==> src/rtl/div_unit.sv <==
// ---------------------------------------------------------------------------
// div_unit -- multi-cycle restoring radix-2 divider for the EX stage.
//
// Performs signed (DIV) or unsigned (DIVU) 32-bit division, one quotient bit
// per clock. The result is {remainder, quotient}, which maps to {HI, LO}.
//
// Ports
//   clk           rising-edge clock
//   rst           asynchronous active-low reset (0 = reset)
//   signed_div_i  1 = signed divide, 0 = unsigned divide
//   opdata1_i     dividend
//   opdata2_i     divisor
//   start_i       request; EX holds it high until the result is consumed
//   annul_i       cancel the operation in flight (branch/flush)
//   result_o      {remainder[63:32], quotient[31:0]}
//   ready_o       result_o is valid
//   busy_o        division in progress (EX stall request)
//
// Timing: acceptance edge E0, iterations on E1..E32, result registered on
// E33. A zero divisor finishes one edge after acceptance with result 0.
// ---------------------------------------------------------------------------
module div_unit #(
    parameter int DATA_W = 32
) (
    input  logic                  clk,
    input  logic                  rst,
    input  logic                  signed_div_i,
    input  logic [DATA_W-1:0]     opdata1_i,
    input  logic [DATA_W-1:0]     opdata2_i,
    input  logic                  start_i,
    input  logic                  annul_i,
    output logic [2*DATA_W-1:0]   result_o,
    output logic                  ready_o,
    output logic                  busy_o
);

    typedef enum logic [1:0] {
        FREE   = 2'd0,
        BYZERO = 2'd1,
        ON     = 2'd2,
        END    = 2'd3
    } state_e;

    state_e                 state_q, state_d;
    logic [5:0]             cnt_q, cnt_d;
    // {partial remainder (33 bits), quotient/dividend (32 bits)}
    logic [2*DATA_W:0]      work_q, work_d;
    logic [DATA_W-1:0]      divisor_q, divisor_d;
    logic                   neg_quot_q, neg_quot_d;
    logic                   neg_rem_q, neg_rem_d;
    logic [2*DATA_W-1:0]    result_q, result_d;

    // Operand magnitudes at acceptance. The most negative value negates to
    // itself, which read as unsigned is exactly 2^31, so no special case.
    logic                   op1_neg, op2_neg;
    logic [DATA_W-1:0]      op1_abs, op2_abs;

    assign op1_neg = signed_div_i & opdata1_i[DATA_W-1];
    assign op2_neg = signed_div_i & opdata2_i[DATA_W-1];
    assign op1_abs = op1_neg ? (~opdata1_i + 1'b1) : opdata1_i;
    assign op2_abs = op2_neg ? (~opdata2_i + 1'b1) : opdata2_i;

    // One restoring step: shift the whole register left, then try to
    // subtract the divisor from the 33-bit partial remainder.
    logic [2*DATA_W:0]      shifted;
    logic [DATA_W:0]        partial;
    logic [DATA_W:0]        diff;
    logic [2*DATA_W:0]      step_out;

    always_comb begin
        shifted = work_q << 1;
        partial = shifted[2*DATA_W:DATA_W];
        diff    = partial - {1'b0, divisor_q};
        if (partial >= {1'b0, divisor_q}) begin
            step_out = {diff, shifted[DATA_W-1:1], 1'b1};
        end else begin
            step_out = shifted;
        end
    end

    // Sign correction of the finished magnitudes; wraps modulo 2^32.
    logic [DATA_W-1:0]      quot_raw, rem_raw;
    logic [DATA_W-1:0]      quot_fix, rem_fix;

    assign quot_raw = work_q[DATA_W-1:0];
    assign rem_raw  = work_q[2*DATA_W-1:DATA_W];
    assign quot_fix = neg_quot_q ? (~quot_raw + 1'b1) : quot_raw;
    assign rem_fix  = neg_rem_q  ? (~rem_raw  + 1'b1) : rem_raw;

    // Next-state logic
    always_comb begin
        state_d    = state_q;
        cnt_d      = cnt_q;
        work_d     = work_q;
        divisor_d  = divisor_q;
        neg_quot_d = neg_quot_q;
        neg_rem_d  = neg_rem_q;
        result_d   = result_q;

        unique case (state_q)
            FREE: begin
                // annul_i suppresses acceptance in the same cycle
                if (start_i && !annul_i) begin
                    if (opdata2_i == '0) begin
                        state_d = BYZERO;
                    end else begin
                        state_d    = ON;
                        cnt_d      = '0;
                        work_d     = {{(DATA_W+1){1'b0}}, op1_abs};
                        divisor_d  = op2_abs;
                        neg_quot_d = op1_neg ^ op2_neg;
                        neg_rem_d  = op1_neg;
                    end
                end
            end

            BYZERO: begin
                result_d = '0;
                state_d  = annul_i ? FREE : END;
            end

            ON: begin
                if (annul_i) begin
                    state_d  = FREE;
                    cnt_d    = '0;
                    result_d = '0;
                end else if (cnt_q == 6'(DATA_W)) begin
                    // All quotient bits are in; no further shift here.
                    result_d = {rem_fix, quot_fix};
                    state_d  = END;
                end else begin
                    work_d = step_out;
                    cnt_d  = cnt_q + 6'd1;
                end
            end

            END: begin
                // Hold the result until EX drops its request.
                if (!start_i) begin
                    state_d  = FREE;
                    result_d = '0;
                end
            end

            default: begin
                state_d  = FREE;
                result_d = '0;
            end
        endcase
    end

    always_ff @(posedge clk or negedge rst) begin
        if (!rst) begin
            state_q    <= FREE;
            cnt_q      <= '0;
            work_q     <= '0;
            divisor_q  <= '0;
            neg_quot_q <= 1'b0;
            neg_rem_q  <= 1'b0;
            result_q   <= '0;
        end else begin
            state_q    <= state_d;
            cnt_q      <= cnt_d;
            work_q     <= work_d;
            divisor_q  <= divisor_d;
            neg_quot_q <= neg_quot_d;
            neg_rem_q  <= neg_rem_d;
            result_q   <= result_d;
        end
    end

    // Both flags decode the state register directly, so they are glitch-free
    // registered outputs.
    assign result_o = result_q;
    assign ready_o  = (state_q == END);
    assign busy_o   = (state_q == BYZERO) || (state_q == ON);

endmodule

==> config.mk <==
export PLATFORM = sky130hd
export DESIGN_NAME = div_unit
export DESIGN_NICKNAME = d
export VERILOG_FILES = /design/src/rtl/div_unit.sv
export SDC_FILE = /design/constraint.sdc
export NUM_CORES = 1
export LEC_CHECK = 0
export ABC_AREA = 1
export CAP_MARGIN = 20
export CELL_PAD_IN_SITES_DETAIL_PLACEMENT = 1
export CELL_PAD_IN_SITES_GLOBAL_PLACEMENT = 2
export CORE_MARGIN = 1.5
export CORE_UTILIZATION = 34
export CTS_CLUSTER_SIZE = 20
export DETAILED_ROUTE_END_ITERATION = 12
export GPL_TIMING_DRIVEN = 0
export PLACE_DENSITY_LB_ADDON = 0.1
export SYNTH_ARGS = -nofsm -noshare
export SYNTH_HDL_FRONTEND = slang
export SYNTH_SLANG_ARGS = --single-unit
==> constraint.sdc <==
create_clock -name clk -period 6.2 [get_ports clk]
set_clock_uncertainty 0.2 [all_clocks]
set_input_delay 1.24 -clock clk [delete_from_list [all_inputs] [get_ports clk]]
set_output_delay 1.24 -clock clk [all_outputs]
set_load 0.03 [all_outputs]
# Word-level counts from Yosys, hierarchy flattened
# Cells that the tools add are included.
[classes]
magnitude_cmp = 1
n_reduce_logical = 12
muxes = 26
n_eq_ne = 11
n_bitwise = 8
addsub = 6
[ops]
columns = ["cell", "count"]
rows = [
  ["64-bit 2-to-1 mux", 8],
  ["64-bit one-hot mux with 3 select lines", 1],
  ["32-bit by 1-bit adder with 32-bit output (second input constant)", 4],
  ["32-bit 2-to-1 mux", 4],
  ["32-bit inverter", 4],
  ["64-bit one-hot mux with 2 select lines", 1],
  ["33-bit by 32-bit greater-or-equal comparator with 1-bit output", 1],
  ["32-bit logical NOT", 1],
  ["32-bit subtractor", 1],
  ["6-bit 2-to-1 mux", 4],
  ["2-bit 2-to-1 mux", 6],
  ["6-bit one-hot mux with 2 select lines", 1],
  ["2-bit inequality test (second input constant)", 5],
  ["3-bit AND reduction", 3],
  ["2-bit one-hot mux with 4 select lines", 1],
  ["6-bit by 1-bit adder with 6-bit output (second input constant)", 1],
  ["6-bit == test (second input constant)", 1],
  ["3-bit inequality test (second input constant)", 2],
  ["5-bit AND reduction", 1],
  ["2-bit == test (second input constant)", 2],
  ["4-bit AND reduction", 1],
  ["3-bit nonzero test", 1],
  ["1-bit bitwise AND", 2],
  ["2-bit by 1-bit == test with 1-bit output (second input constant)", 1],
  ["other kinds (7)", 7],
]
[totals]
word_cells = 71
input_bits = 69
regBits = 170
output_inout_bits = 66

# Depth between registers and ports, before layout
# Gate-level depths: netlist of the first run.
[depth]
word_depth = 6
ltp_mapped = 17
ltp_nobuf = 16

# Worst setup path before layout of the first run
# Ideal clock, no wire load.
[synth_path]
kind = "input-to-reg"
start = "input opdata2_i[0]"
end = "register work_q[42]"
arrival_time_ns = 2.517
required_ns = 5.877
path_stages = 12
path_buffers = 1
setup_time_ns = 0.123
slack_ns = 3.361
path_cell_list = "inv_1 -> ha_1 -> nand3_1 -> nor2_1 -> nand2_1 -> o21ai_2 -> nand2_2 -> nand2_4 -> nor2_4 -> buf_2 -> nand3_1 -> o21ai_1"
[synth_between]
elab_chain_cells = 3
[synth_lines]
columns = ["element", "line", "text"]
rows = [
  ["from (decl)", "29", "input logic [DATA_W-1:0] opdata2_i,"],
  ["32-bit logical NOT", "104", "if (opdata2_i == '0) begin"],
  ["2-bit inequality test (no line)", "n/a", ""],
  ["5-bit AND reduction (no line)", "n/a", ""],
  ["to (signal assigned)", "164", "work_q <= work_d;"],
  ["to (decl)", "47", "logic [2*DATA_W:0] work_q, work_d;"],
]
# Every way passes these cells.
# A chain may end at the register's enable or synchronous reset.

# Final worst setup path of the first run
[layout_path]
start = "register state_q[1]"
end = "output busy_o"
[layout_between]
elab_chain_cells = 2
word_cells_on_any_way = 3
classes_between = "2 x eq/ne; 1 x reduce/logical"
[layout_lines]
columns = ["element", "line", "text"]
rows = [
  ["from (decl)", "44", "state_e state_q, state_d;"],
  ["from (signal assigned)", "162", "state_q <= state_d;"],
  ["2-bit by 1-bit == test with 1-bit output / 2-bit == test (equally long branches)", "176", "assign busy_o = (state_q == BYZERO) || (state_q == ON);"],
  ["1-bit logical OR (*)", "176", ""],
  ["to (decl)", "34", "output logic busy_o"],
]
# Every way passes the cells marked *; elsewhere a longest branch is shown, timed or not.

==> summary.md, run 1 <==
| Metric | Value |
|---|---|
| Synth cell count leaders | `nand2_1, inv_1, nand3_1, nor2_1, dfrtp_1` |
| Reg power frac | `25.3%` |
| Minimum clock period | `3.33 ns` |
| CTS tree | `done` |
| Most instantiated library cell after synthesis | `nand2_1` |
| R2r setup slk | `3.23 ns` |
| Antenna-violating nets left | `0` |
| Slowest stage cell, crit path | `clkdlybuf4s50_1` |
| Area contributors post-synth | `dfrtp_1, nand2_1, nand3_1, inv_1, nor2_1` |
| Post-cts gate resize count | `0` |
| DRC violations left | `0` |
| DR vias | `14100` |
| Vias per cell | `5.05` |
| Yosys cell types | `47` |
| Iteration-0 DRC Markers | `713` |
| # nets final | `2367` |
| Worst Hold End | `result_o[63]$_DFFE_PN0P_` |
| Largest net degree at the start of global routing | `90` |
| Routed WL per cell | `18.7 um` |
| DP HPWL | `43300 um` |
| GRT Overall Usage | `26.4%` |
| Starting density of the core | `34.5%` |
| Critical path peak fanout | `3` |
| Internal power | `0.00339 W` |
| Via count of the first global-routing pass | `14300` |
| Peak Freq | `300 MHz` |
| Final WL | `52200 um` |
| Hold path start | `result_o[63]$_DFFE_PN0P_` |
| Largest area contributor in the netlist | `dfrtp_1` |
| Mapped Area | `13300 um2` |
| Crit share post-route | `53.7%` |
| Setup_tns | `0 ns` |
| Num CTS Buffers | `17` |
| Setup crit end kind | `output port` |
| Hold Violations, Final | `0` |
| Postcts setup bufs | `0` |
| Reg2reg end | `work_q[60]$_DFFE_PN0P_` |
| GRT Residual Overflow | `0` |
| Buf+Inv Stages, Crit Path | `2` |
| Max-slew violations | `0` |
| R2R cell count | `16` |
| H-tree depth | `4` |
| Share of post-route cells with drive strength above 1 | `5.69%` |
| Slew HR | `47.3%` |
| DR pass1 iterations | `5` |
| First-pass GRT wire length | `81800 um` |
| Antenna violations before repair | `1` |
| Synthesized area per cell | `6.34 um2` |
| Crit path kind | `reg -> out` |
| Fillers | `5111` |
| CTS Root Cell | `clkbuf_16` |
| Leakage power | `8.21 nW` |
| Floorplan die height | `201 um` |
| Diode count | `0` |
| Worst slew pin tran | `0.790 ns` |
| Outcome | `finished, final reports clean` |
| Post-synthesis instance total | `2101` |
| Syn-to-layout area delta | `19.8%` |
| Clk_lat worst skew | `0.48 ns` |
| Gate power share | `58.4%` |
| Die area | `40400 um2` |
| Sequential area share after synthesis | `31.9%` |
| Synth Register Bits | `170` |
| Switch Pwr | `0.00371 W` |
| Hold_buf cts | `0` |
| Num Clock Sinks | `170` |
| Synthesized net count | `2213` |
| Data required, critical path | `4.76 ns` |
| Pwr Density | `445 nW/um2` |
| CP top delay family | `buffers and inverters` |
| Max Cap Viol | `0` |
| I/O Pins | `135` |
| Post-synth top area share | `31.9%` |
| Hold path cells | `2` |
| Top FF cell, synth | `dfrtp_1` |
| Worst Hold Class | `reg -> reg` |
| Maximum buffer depth of the clock tree | `2` |
| Core area | `38600 um2` |
| EDFF count, synth | `0` |
| YS warnings | `0` |
| WP data arrival | `1.89 ns` |
| RSZ-0062 raised after global routing | `false` |
| Num rows | `72` |
| Pre-CTS WS | `2.41 ns` |
| Crit-path cells | `inv_1 > ha_1 > clkdlybuf4s50_1` |
| Die X | `201 um` |
| Crit path largest cell delay | `0.67 ns` |
| Worst setup margin | `2.87 ns` |
| Startpoint types | `flop` |
| GP Congestion | `0.883` |
| Switch share | `52.2%` |
| Setup Viol. Count Final | `0` |
| Ys async rst share | `100%` |
| Port bufs | `134` |
| Clk pwr share | `16.3%` |
| Reg-to-reg startpoint | `work_q[31]$_DFFE_PN0P_` |
| CTS clk-pin slew, worst paths | `0.07 ns` |
| Max IR drop VDD | `0.270 mV` |
-- cell type report --
type | instances | area, um2 | share of cell area [%]
Buffer | 59 | 325 | 2.04
Multi-Input combinational cell | 1566 | 7600 | 47.6
Sequential cell | 170 | 4250 | 26.7
Clock buffer | 18 | 429 | 2.69
Tap cell | 518 | 648 | 4.06
Inverter | 306 | 1150 | 7.21
Timing Repair Buffer | 135 | 1370 | 8.61
Clock inverter | 14 | 183 | 1.14
-- through the flow --
| step | std cells | utilization [%] | cell area [um2] | total power (W) | hold WS, ns |
|---|---|---|---|---|---|
| 2_1_floorplan | 2101 | - | 13300 | 0.00437 | 0.249 |
| 3_3_place_gp | 2753 | 39.6 | 15300 | 0.00584 | 0.265 |
| 3_5_place_dp | 2754 | 39.7 | 15300 | 0.00592 | 0.270 |
| 4_1_cts | 2786 | 41.3 | 16000 | 0.00711 | 0.289 |
| 5_1_grt | 2786 | 41.3 | 16000 | 0.00766 | 0.312 |
| 6_report | 2786 | 41.3 | 16000 | 0.00710 | 0.284 |
-- worst max-delay path by stage --
stage,from,end,slack [ns],depth (start not counted)
floorplan,opdata2_i[0],work_q[42]$_DFFE_PN0P_,3.36,12
global placement,rst,divisor_q[17]$_DFFE_PN0P_,-3.79,1
detailed placement,signed_div_i,work_q[7]$_DFFE_PN0P_,2.41,10
CTS,state_q[1]$_DFFE_PN0P_,busy_o,2.83,3
global route,signed_div_i,work_q[24]$_DFFE_PN0P_,2.74,11
finish,state_q[1]$_DFFE_PN0P_,busy_o,2.87,3
-- cell usage in the layout (no fill, tap or decap), types with 4 or more instances in the layout --
cell             instances
a21oi_1                 72
a31oi_1                  7
and2_1                   4
buf_1                    5
buf_2                   32
buf_6                    8
clkbuf_1                14
clkbuf_16               17
clkdlybuf4s50_1        133
dfrtp_1                170
ha_1                    42
inv_1                  288
inv_2                   14
nand2_1                673
nand2_2                 11
nand3_1                217
nand3_2                  4
nand3b_1                10
nand4_1                 25
nor2_1                 178
nor2_2                   9
nor3_1                  30
o211ai_1                 9
o21ai_0                125
o21ai_1                 54
or2_2                    5
xnor2_1                 17
xor2_1                  47
-- registers in the layout, summed over array words and instances, names as in the netlist --
register and flops:
neg_quot_q 1, divisor_q 32, result_o 64, neg_rem_q 1, work_q 64, state_q 2
cnt_q 6
-- logic make-up (layout without fill, tap and decap cells) --
family	after synthesis	in the layout	share of synthesized area [%]
AND/OR/NAND/NOR	1177	1177	37.5
XOR/XNOR	64	64	4.21
buffers and inverters	365	532	11.1
adder cells (fa/ha/maj)	43	43	4.09
flip-flops	170	170	31.9
AO/OA/AOI/OAI	282	282	11.2
-- metal layers --
layer / global-route usage (%) / routed length [um] / part of all wire, % / vias up
li1: - / - / - / 6979
met1: 38.4 / 26500 / 51 / 6799
met2: 41.4 / 22900 / 44 / 239
met3: 3.05 / 1880 / 3.6 / 50
met4: 7.09 / 884 / 1.7 / 0
met5: 0 / 0 / 0 / -
-- worst min-delay path, delay by kind of cell (launching register included) --
kind	cells	cell delay (ns)
AND/OR/NAND/NOR	2	0.10
flip-flops	1	0.35
-- power groups by stage --
stage / logic (W) / registers [W] / clock network (W)
floorplan: 0.00246 / 0.00191 / 0
global placement: 0.00405 / 0.00180 / 0
detailed placement: 0.00412 / 0.00181 / 0
CTS: 0.00414 / 0.00179 / 0.00119
global route: 0.00459 / 0.00184 / 0.00123
finish: 0.00414 / 0.00179 / 0.00116
(Power assumes the default switching activity.)
==> inputs of run 2 (changes only) <==
- CORE_UTILIZATION: 34 -> 29
- clock period: 6.2 -> 2.7 ns (I/O delays scaled with it)
==> run 2 against run 1 <==
  * Register-to-register slack got worse by 3.1 ns
  * Largest power group unchanged
  * Non-clock buffer count increased by 8
  * Clock-buffer cell count unchanged
  * Sequential share of layout area decreased by 0.75 points
  * Final cell count increased by 3.3%
  * Clock power increased by 120%
  * Power increased by 130%
==> summary.md, run 2 (synthesis results as in run 1) <==
| Metric | Value |
|---|---|
| Setup Viol. Count Final | `0` |
| Crit path kind | `reg -> reg` |
| Clk_lat worst skew | `0.47 ns` |
| Peak Freq | `385 MHz` |
| GRT Overall Usage | `22.5%` |
| Num Clock Sinks | `170` |
| Starting density of the core | `29.4%` |
| I/O Pins | `135` |
| Routed WL per cell | `18.3 um` |
| Via count of the first global-routing pass | `13800` |
| Worst setup margin | `0.102 ns` |
| DR WL met2 | `22700 um` |
| Reg-to-reg startpoint | `work_q[31]$_DFFE_PN0P_` |
| Crit share post-route | `96.2%` |
| Worst Hold Class | `reg -> reg` |
| Crit. Startpoint | `work_q[31]$_DFFE_PN0P_` |
| Share of post-route cells with drive strength above 1 | `9.09%` |
| Port bufs | `134` |
| DP HPWL | `43600 um` |
| RSZ-0062 raised after global routing | `true` |
| Max IR drop VDD | `0.542 mV` |
| Multi-input combinational cell area | `7900 um2` |
| Max-slew violations | `0` |
| Max Cap Viol | `0` |
| Vias per cell | `4.80` |
| Die area | `47300 um2` |
| # nets final | `2375` |
| Uppermost layer routed | `met4` |
| Fillers | `5851` |
| DR pass1 iterations | `5` |
| Slew HR | `53.5%` |
| Worst slew pin tran | `0.698 ns` |
| Num rows | `78` |
| M1 WL | `27600 um` |
| H-tree depth | `4` |
| Iteration-0 DRC Markers | `786` |
| DR vias | `13800` |
| Antenna-violating nets left | `0` |
| Hold Violations, Final | `0` |
| Floorplan die height | `217 um` |
| Antenna violations before repair | `2` |
| Critical path peak fanout | `10` |
| Pre-CTS WS | `-0.662 ns` |
| Core area | `45400 um2` |
| Most common cell after layout, fill and taps aside | `nand2_1` |
| Register Area | `4270 um2` |
| CTS Root Cell | `clkbuf_16` |
| Most frequent cells in the layout | `nand2_1, inv_1, nand3_1` |
| Hold path start | `divisor_q[26]$_DFFE_PN0P_` |
| Largest net degree at the start of global routing | `109` |
| WP data arrival | `2.75 ns` |
| Setup crit end kind | `flop` |
| Data required, critical path | `2.85 ns` |
| GP Congestion | `0.848` |
| Tot Pwr | `0.0166 W` |
| Startpoint types | `flop` |
| WHS | `0.279 ns` |
| Minimum clock period | `2.60 ns` |
| Outcome | `finished, final reports clean` |
| Final WL | `52700 um` |
| First-pass GRT wire length | `80900 um` |
| CTS tree | `done` |
| Syn-to-layout area delta | `23.8%` |
| Num CTS Buffers | `17` |
| DRC violations left | `0` |
| Maximum buffer depth of the clock tree | `2` |
| Wire length on met3 | `1500 um` |
| CTS clk-pin slew, worst paths | `0.07 ns` |
| Die X | `217 um` |
| Pwr Density | `1000 nW/um2` |
| Leakage power | `8.25 nW` |
| GRT Residual Overflow | `0` |
==> run 2: cell types whose count changed in the layout (fill, tap and decap cells not counted), sizes merged <==
cell,previous run,this run
buf,48,49
clkinvlp,0,2
inv,309,306
dlymetal6s2s,0,1
bufinv,3,2
diode,0,1
dlygate4sd3,0,1
clkdlybuf4s50,133,132
clkinv,8,10
clkbuf,31,37
==> run 2: metrics by stage <==
stage	TNS (ns)	util, %	cell area, um2	instances
finish	0	36.4	16500	2877
CTS	0	35.5	16100	2870
floorplan	0	-	13300	2101
global route	-0.0815	36.3	16500	2876
global placement	-1181.37	34.0	15400	2835
detailed placement	-48.93	34.1	15500	2836
==> run 2: report_power, final <==
part	internal (W)	switching, W
Combinational	0.00324	0.00662
Sequential	0.00337	0.000721
Clock	0.00139	0.00121
==> run 2: metal layers <==
layer | vias up | global-route usage (%)
met5 | - | 0
met4 | 0 | 5.51
met3 | 33 | 2.61
met2 | 201 | 34.5
met1 | 6553 | 33.4
li1 | 7029 | -
==> run 2: area by class of cell <==
cell class / instances / area share, %
antenna: 1 / 0.0152
tap: 600 / 4.55
multi-input combinational: 1566 / 47.9
timing repair buffer: 143 / 8.83
sequential: 170 / 25.9
buffer: 59 / 2.18
inverter: 306 / 7.02
clock buffer: 18 / 2.60
clock inverter: 14 / 1.01
==> run 2: what timing repair did <==
action,in CTS,in global routing
endpoints found under the hold margin,62,0
gates cloned,0,1
buffers inserted,1,5
gates resized for setup,18,79
pin swaps,0,4
setup endpoints to repair,72,115
hold buffers,1,0
==> run 2: worst max-delay path: stages (launching register included) <==
cell,delay (ns)
dfrtp_1,0.38
clkinvlp_4,0.17
ha_1,0.35
nand2_1,0.13
nand3b_1,0.24
nor2_1,0.15
nand3_2,0.11
nand2_2,0.13
nor2_8,0.09
nand2_8,0.10
buf_6,0.16
nand3_1,0.13
nand2_1,0.09
nand2_1,0.05
==> run 2: worst paths after layout <==
| kind | end | slack, ns | depth (start not counted) |
|---|---|---|---|
| setup / recovery | work_q[58]$_DFFE_PN0P_ | 0.10 | 13 |
| hold / removal | divisor_q[26]$_DFFE_PN0P_ | 0.28 | 2 |
| setup reg to reg | work_q[58]$_DFFE_PN0P_ | 0.10 | 13 |
| hold reg to reg | divisor_q[26]$_DFFE_PN0P_ | 0.28 | 2 |
| max in group asynchronous | work_q[58]$_DFFE_PN0P_ | 0.93 | 3 |
| min in group asynchronous | result_o[32]$_DFFE_PN0P_ | 0.40 | 2 |
==> inputs of run 3 (changes only) <==
- CORE_ASPECT_RATIO: not set -> 1.5
- CTS_CLUSTER_DIAMETER: not set -> 30
==> run 3 against run 2 <==
  * Clock-buffer cell count shrank 1
  * Power rose by 2.7%
  * Core utilization fell by 0.19 points
  * First-iteration DRC count down 20%
  * Die area about the same
  * Non-clock buffer count fell by 4
  * Final cell count is 0.66% lower
  * Routed wire length increased by 12%
  * Cell area is 0.20% lower
  * Sequential share of layout area about the same
  * Sequential power is 2% higher
  * Worst hold slack improved by 0.0089 ns
==> summary.md, run 3 (synthesis results as in run 1) <==
| Metric | Value |
|---|---|
| Core area | `45500 um2` |
| Hold Violations, Final | `0` |
| Worst slew pin tran | `0.714 ns` |
| Die area | `47300 um2` |
| Num rows | `96` |
| Clk pwr share | `15.3%` |
| First-pass GRT wire length | `88500 um` |
| Gate power share | `60.0%` |
| Num Clock Sinks | `170` |
| R2r setup slk | `0.08 ns` |
| Critical path peak fanout | `10` |
| Max Cap Viol | `0` |
| Minimum clock period | `2.62 ns` |
| Fillers | `5794` |
| Max-slew violations | `0` |
| Outcome | `finished, final reports clean` |
| Post-route cell area | `16500 um2` |
| Uppermost layer routed | `met4` |
| GP Congestion | `0.912` |
| DR WL met2 | `33000 um` |
| Peak Freq | `382 MHz` |
| Setup crit end kind | `flop` |
| DRC violations left | `0` |
| Leakage power | `8.21 nW` |
| Data required, critical path | `2.85 ns` |
| Setup_tns | `0 ns` |
| Crit path kind | `reg -> reg` |
| GRT Residual Overflow | `0` |
| Via count of the first global-routing pass | `15200` |
| Startpoint types | `flop` |
| M1 WL | `22300 um` |
| H-tree depth | `4` |
| GRT Overall Usage | `25.5%` |
| Pwr Density | `1030 nW/um2` |
| Iteration-0 DRC Markers | `629` |
| CTS tree | `done` |
| Routed WL per cell | `20.6 um` |
| Vias per cell | `4.95` |
| WP data arrival | `2.77 ns` |
| Antenna-violating nets left | `0` |
| Internal power | `0.00807 W` |
| DR pass1 iterations | `5` |
| Crit share post-route | `97.0%` |
| CTS Root Cell | `clkbuf_16` |
| Register Area | `4270 um2` |
| Antenna violations before repair | `0` |
| Most frequent cells in the layout | `nand2_1, inv_1, nand3_1` |
| Most common cell after layout, fill and taps aside | `nand2_1` |
| Worst Hold Class | `reg -> reg` |
| Final WL | `59000 um` |
| # nets final | `2371` |
| Wire length on met3 | `919 um` |
| Port bufs | `134` |
| Share of post-route cells with drive strength above 1 | `8.55%` |
| Switch share | `52.5%` |
| Diode count | `0` |
| DP HPWL | `49200 um` |
| Die X | `178 um` |
| Maximum buffer depth of the clock tree | `2` |
| Largest net degree at the start of global routing | `111` |
| Placed inst area | `15400 um2` |
| Reg power frac | `24.7%` |
| Max IR drop VDD | `0.492 mV` |
| DR vias | `14100` |
| Clk_lat worst skew | `0.46 ns` |
| RSZ-0062 raised after global routing | `true` |
| I/O Pins | `135` |
| Slew HR | `52.4%` |
| Switch Pwr | `0.00892 W` |
| CTS clk-pin slew, worst paths | `0.07 ns` |
| Multi-input combinational cell area | `7940 um2` |
| Floorplan die height | `266 um` |
| Syn-to-layout area delta | `23.5%` |
| WHS | `0.288 ns` |
| Setup Viol. Count Final | `0` |
| Num CTS Buffers | `17` |
| Starting density of the core | `29.3%` |
run 3: path summary, 6_finish.rpt:
path | to | start | cells past startpoint
min reg2reg | result_o[46]$_DFFE_PN0P_ | result_o[46]$_DFFE_PN0P_ | 2
min in group asynchronous | work_q[55]$_DFFE_PN0P_ | rst | 2
max in group asynchronous | work_q[36]$_DFFE_PN0P_ | rst | 3
max | work_q[58]$_DFFE_PN0P_ | work_q[39]$_DFFE_PN0P_ | 13
max reg2reg | work_q[58]$_DFFE_PN0P_ | work_q[39]$_DFFE_PN0P_ | 13
min | result_o[46]$_DFFE_PN0P_ | result_o[46]$_DFFE_PN0P_ | 2
run 3: final cells by class:
class,instances,area share [%]
clock inverters,13,1.03
clock buffers,17,2.58
plain buffers,59,2.20
flip-flops and latches,170,25.9
repair buffers,139,8.56
well taps,588,4.47
inverters,306,7.01
multi-input cells,1566,48.2
run 3: critical path, stage by stage (launching register included):
cell and delay, ns:
dfrtp_1 0.52, ha_4 0.36, nand2_1 0.10, nor2_2 0.18
nand3_1 0.11, nand3_2 0.13, nand2_1 0.10, nand2_2 0.10
nand2_4 0.12, nand2_8 0.10, buf_6 0.15, nand3_1 0.16
nand2_1 0.12, nand2_1 0.05
run 3: stage by stage:
step / setup WS (ns) / instances / utilization, % / total power (W)
after global routing: -0.0293 / 2858 / 36.2 / 0.0182
after CTS: 0.00423 / 2855 / 35.4 / 0.0168
after detailed placement: -0.556 / 2824 / 33.9 / 0.0140
final: 0.0811 / 2858 / 36.2 / 0.0170
after global placement: -6.74 / 2823 / 33.8 / 0.0139
after floorplan: 0.495 / 2101 / - / 0.0100
run 3: metal layers:
| layer | global-route usage (%) | vias up |
|---|---|---|
| met5 | 0 | - |
| met4 | 11.4 | 0 |
| met3 | 2.59 | 79 |
| met2 | 50.8 | 171 |
| met1 | 26.0 | 6899 |
| li1 | - | 6989 |
run 3: power groups by stage:
stage | Clock (W) | Combinational [W] | Sequential, W
global route | 0.00276 | 0.0112 | 0.00428
CTS | 0.00267 | 0.00997 | 0.00418
detailed placement | 0 | 0.00982 | 0.00421
finish | 0.00261 | 0.0102 | 0.00419
global placement | 0 | 0.00970 | 0.00421
floorplan | 0 | 0.00564 | 0.00439
run 3: repair_timing:
item,4_1_cts,5_1_grt
endpoints found under the hold margin,60,0
hold buffers,1,0
pin swaps,0,3
setup endpoints to repair,63,54
buffers inserted,0,3
gates resized for setup,23,70
